File: config.mk
export PLATFORM = sky130hd
export DESIGN_NAME = wr_arbiter
export DESIGN_NICKNAME = d
export VERILOG_FILES = /design/src/rtl/wr_arbiter.sv
export SDC_FILE = /design/constraint.sdc
export NUM_CORES = 1
export LEC_CHECK = 0
export CORE_AREA = 2 2 43 53
export CTS_CLUSTER_DIAMETER = 60
export DETAILED_ROUTE_END_ITERATION = 7
export DIE_AREA = 0 0 45 55
export PLACE_DENSITY = 0.81
export SETUP_SLACK_MARGIN = 0.4
export SKIP_CTS_REPAIR_TIMING = 1
export SLEW_MARGIN = 10
export SYNTH_ARGS = -nofsm -noshare
export SYNTH_HDL_FRONTEND = slang
export SYNTH_SLANG_ARGS = --single-unit
File: constraint.sdc
create_clock -name wr_clk -period 4.21 [get_ports wr_clk]
set_clock_uncertainty 0.05 [all_clocks]
set_input_delay 0.842 -clock wr_clk [delete_from_list [all_inputs] [get_ports wr_clk]]
set_output_delay 0.842 -clock wr_clk [all_outputs]
set_load 0.01 [all_outputs]
File: src/rtl/wr_arbiter.sv
// Round-robin write-port arbiter: grants one producer per burst onto the FIFO
// write port, holds the grant until the last beat is accepted, and never writes into a full FIFO.
module wr_arbiter #(
  parameter int NUM_REQ    = 4,
  parameter int DATA_WIDTH = 8,
  parameter int ID_WIDTH   = $clog2(NUM_REQ)
) (
  input  logic                          wr_clk,
  input  logic                          wr_rst,
  input  logic [NUM_REQ-1:0]            req_valid,
  input  logic [NUM_REQ-1:0]            req_last,
  input  logic [NUM_REQ*DATA_WIDTH-1:0] req_data,
  output logic [NUM_REQ-1:0]            req_ready,
  input  logic                          full,
  output logic                          wr_en,
  output logic [DATA_WIDTH-1:0]         wr_data,
  output logic [ID_WIDTH-1:0]           grant_id,
  output logic                          busy
);

  localparam logic [0:0] ST_IDLE  = 1'b0;
  localparam logic [0:0] ST_BURST = 1'b1;

  logic [0:0]          state;
  logic [0:0]          state_next;
  logic [ID_WIDTH-1:0] last_grant;
  logic [ID_WIDTH-1:0] pick_id;
  logic                pick_found;
  logic [15:0]         beat_cnt;

  // Scan starts just after the previous winner so every producer gets a turn.
  always_comb begin
    pick_found = 1'b0;
    pick_id    = '0;
    for (int i = 1; i <= NUM_REQ; i++) begin
      if (!pick_found && req_valid[ID_WIDTH'((int'(last_grant) + i) % NUM_REQ)]) begin
        pick_found = 1'b1;
        pick_id    = ID_WIDTH'((int'(last_grant) + i) % NUM_REQ);
      end
    end
  end

  always_comb begin
    req_ready = '0;
    if (state == ST_BURST && !full && !wr_rst) begin
      req_ready[grant_id] = 1'b1;
    end
  end

  assign wr_en   = req_valid[grant_id] & req_ready[grant_id];
  assign wr_data = req_data[int'(grant_id)*DATA_WIDTH +: DATA_WIDTH];

  always_comb begin
    state_next = state;
    case (state)
      ST_IDLE: begin
        if (pick_found) begin
          state_next = ST_BURST;
        end
      end
      ST_BURST: begin
        if (wr_en && req_last[grant_id]) begin
          state_next = ST_IDLE;
        end
      end
      default: state_next = ST_IDLE;
    endcase
  end

  // last_grant resets to the top index so producer 0 wins the first contest.
  always_ff @(posedge wr_clk) begin
    if (wr_rst) begin
      state      <= ST_IDLE;
      grant_id   <= '0;
      last_grant <= ID_WIDTH'(NUM_REQ - 1);
      busy       <= 1'b0;
      beat_cnt   <= 16'd0;
    end else begin
      state <= state_next;
      busy  <= (state_next == ST_BURST);
      if (state == ST_IDLE && pick_found) begin
        grant_id   <= pick_id;
        last_grant <= pick_id;
      end
      if (wr_en) begin
        beat_cnt <= beat_cnt + 16'd1;
      end
    end
  end

endmodule

==> out/metrics.cfg <==
[synth]
synth-simple-area-share_pct=28.63
syn_avg_cell_area_um2=10.10
synth_top_family_by_area=multiplexers
synthMuxAreaShare_pct=38.46
yosys_warnings=0
ys_async_sr_fraction_pct=0
netlist.area_leader.share_pct=38.46
synthAdderAreaFrac_pct=0
synthXorXnorAreaFrac_pct=0
ys_ff_latch=5
synth_flop_cell=dfxtp_1
synth_compound_area_share_pct=12.39
seq_area_frac_synth_pct=17.09
synth_top_cell_by_area=mux4_2
syn_area_um2=585.6
postSynthCellCount=58
syn_nets=101
synth_edf_count=0
yosys-top-cells-area=mux4_2 38%, dfxtp_1 17%, nor3b_1 6.4%
synth_cell_type_count=24

[setup_path]
reg2reg_depth=5
cp.required_ns=3.32
crit_type=in2out
startpoint_type=input pin
path_max_fanout=6
arrival_ns=2.61
rrSetupSlack_ns=2.57
worstSetupEndpointType=output port

[timing]
rsz0062_at_grt=false
period_needed_ns=3.501
finalCritPeriodShare_pct=83.16
report.final.slew_viol_count=0
layout_setup_ws_ns=0.7089
max_freq_ghz=0.2856
tns_ns=0
max_slew.worst_pin.slew_ns=0.6115
hold_viol=0
setup_viol=0
slew_headroom_pct=59.18

[drt]
vias=734
drt_iter0_markers=9
detail_route.wl_per_cell_um=16.70
ant_nets=0
route.met3.wl_um=264
dr_wl_met2_um=1283
topRoutingLayerUsed=met4
drc=0
wl_met1_um=742
vias_per_cell=5.319
dr.pass1.iters=4
wl_um=2305

[clock_tree]
clock_sinks=5
cts_tree=built
ctsRootBufferMaster=clkbuf_4
max-clock-path-buffers=2
clk_latency_ns=0.25
htree_levels=1
cts_inserted_buffers=3
clkTransAtPathRegs_ns=0.04

[floorplan]
rows=18
start_util_pct=29.55
dieHeight_um=55
die_w_um=45
ios=59
core_area_um2=1982
dieArea_um2=2475

[placement]
numPortBuffers=58
gp_congestion=0.7947
dp_slack_ns=0.6923
dp_hpwl_um=1918
place_inst=134
dpl_cell_area_um2=1179

[layout]
n_antenna_cell=0
layout_commonest_cell=clkdlybuf4s50_1
finalNetCount=162
multi_input_area_um2=465.4
n_fill_cell=176
final_cell_mix=58 x clkdlybuf4s50_1, 10 x mux4_2, 7 x a21oi_1
syn_to_final_growth_pct=105.8
stdcell_count=138
drive_gt1_share_pct=13.56
final-seq-area_um2=100.1
fin_area_um2=1205

[global_route]
grt_first_pass_wirelength_um=3180
grtUsageTotal_pct=18.17
antenna_found_initial=0
first_global_vias=694
grt-ovfl-total=0
grt_start_max_net_pins=17

[pwr]
p_per_area_nw_per_um2=224.0
cellLeakagePower_nw=0.4342
ir_drop_v=0.0002748

[hold_path]
holdCritPathClass=reg2reg
whs_path_depth=2

[status]
status=finished clean

[job]
drv_cap=0

[logic make-up after synthesis]
family	after synthesis
AOI/OAI and AO/OA	12
buffers and inverters	3
DFF	5
muxes	10
and+or+nand+nor	28
[critical path: stages]
cell	delay, ns
clkdlybuf4s50_1	0.50
nor3b_1	0.42
nor3b_1	0.26
clkdlybuf4s50_1	0.60
[final cells by class]
class,instances,area share [%]
repair buffers,59,48.81
multi-input cells,50,38.63
flip-flops and latches,5,8.307
clock buffers,4,2.181
well taps,20,2.077
[cells in the mapped netlist, drive strengths merged (2+ instances only)]
cell type and instances:
a21oi 7, and3b 2, buf 2, dfxtp 5
mux4 10, nand2 5, nand2b 2, nor2 6
nor3 2, nor3b 5
[routing by layer]
layer  vias up  global-route usage, %
met4         0                  2.941
met1       342                  18.29
met2        40                  35.71
met3         3                  6.494
met5         -                      0
li1        349                      -
[state kept, by name (all words and copies together) (netlist names)]
name	flops
grant_id	2
last_grant	2
state	1
[power breakdown]
group | switching (mW) | internal (mW)
combinational | 0.0451 | 0.100
clock | 0.0210 | 0.0359
sequential | 0.0141 | 0.0534
total | 0.0802 | 0.190
[final timing paths]
| kind | startpoint | end |
|---|---|---|
| worst min register to register | state$_SDFF_PP0_ | state$_SDFF_PP0_ |
| worst max register to register | grant_id[0]$_SDFFE_PP0P_ | state$_SDFF_PP0_ |
| worst max-delay path | wr_rst | req_ready[0] |
| worst min-delay path | state$_SDFF_PP0_ | state$_SDFF_PP0_ |
[through the flow]
stage	utilization [%]	power [mW]	hold WS (ns)
after global placement	59.47	0.2115	0.4966
after CTS	60.80	0.2720	0.5119
after global routing	60.80	0.2882	0.5552
final	60.80	0.2699	0.5046
after floorplan	-	0.1325	0.4915
after detailed placement	59.47	0.2146	0.5052
(Power assumes the default switching activity.)
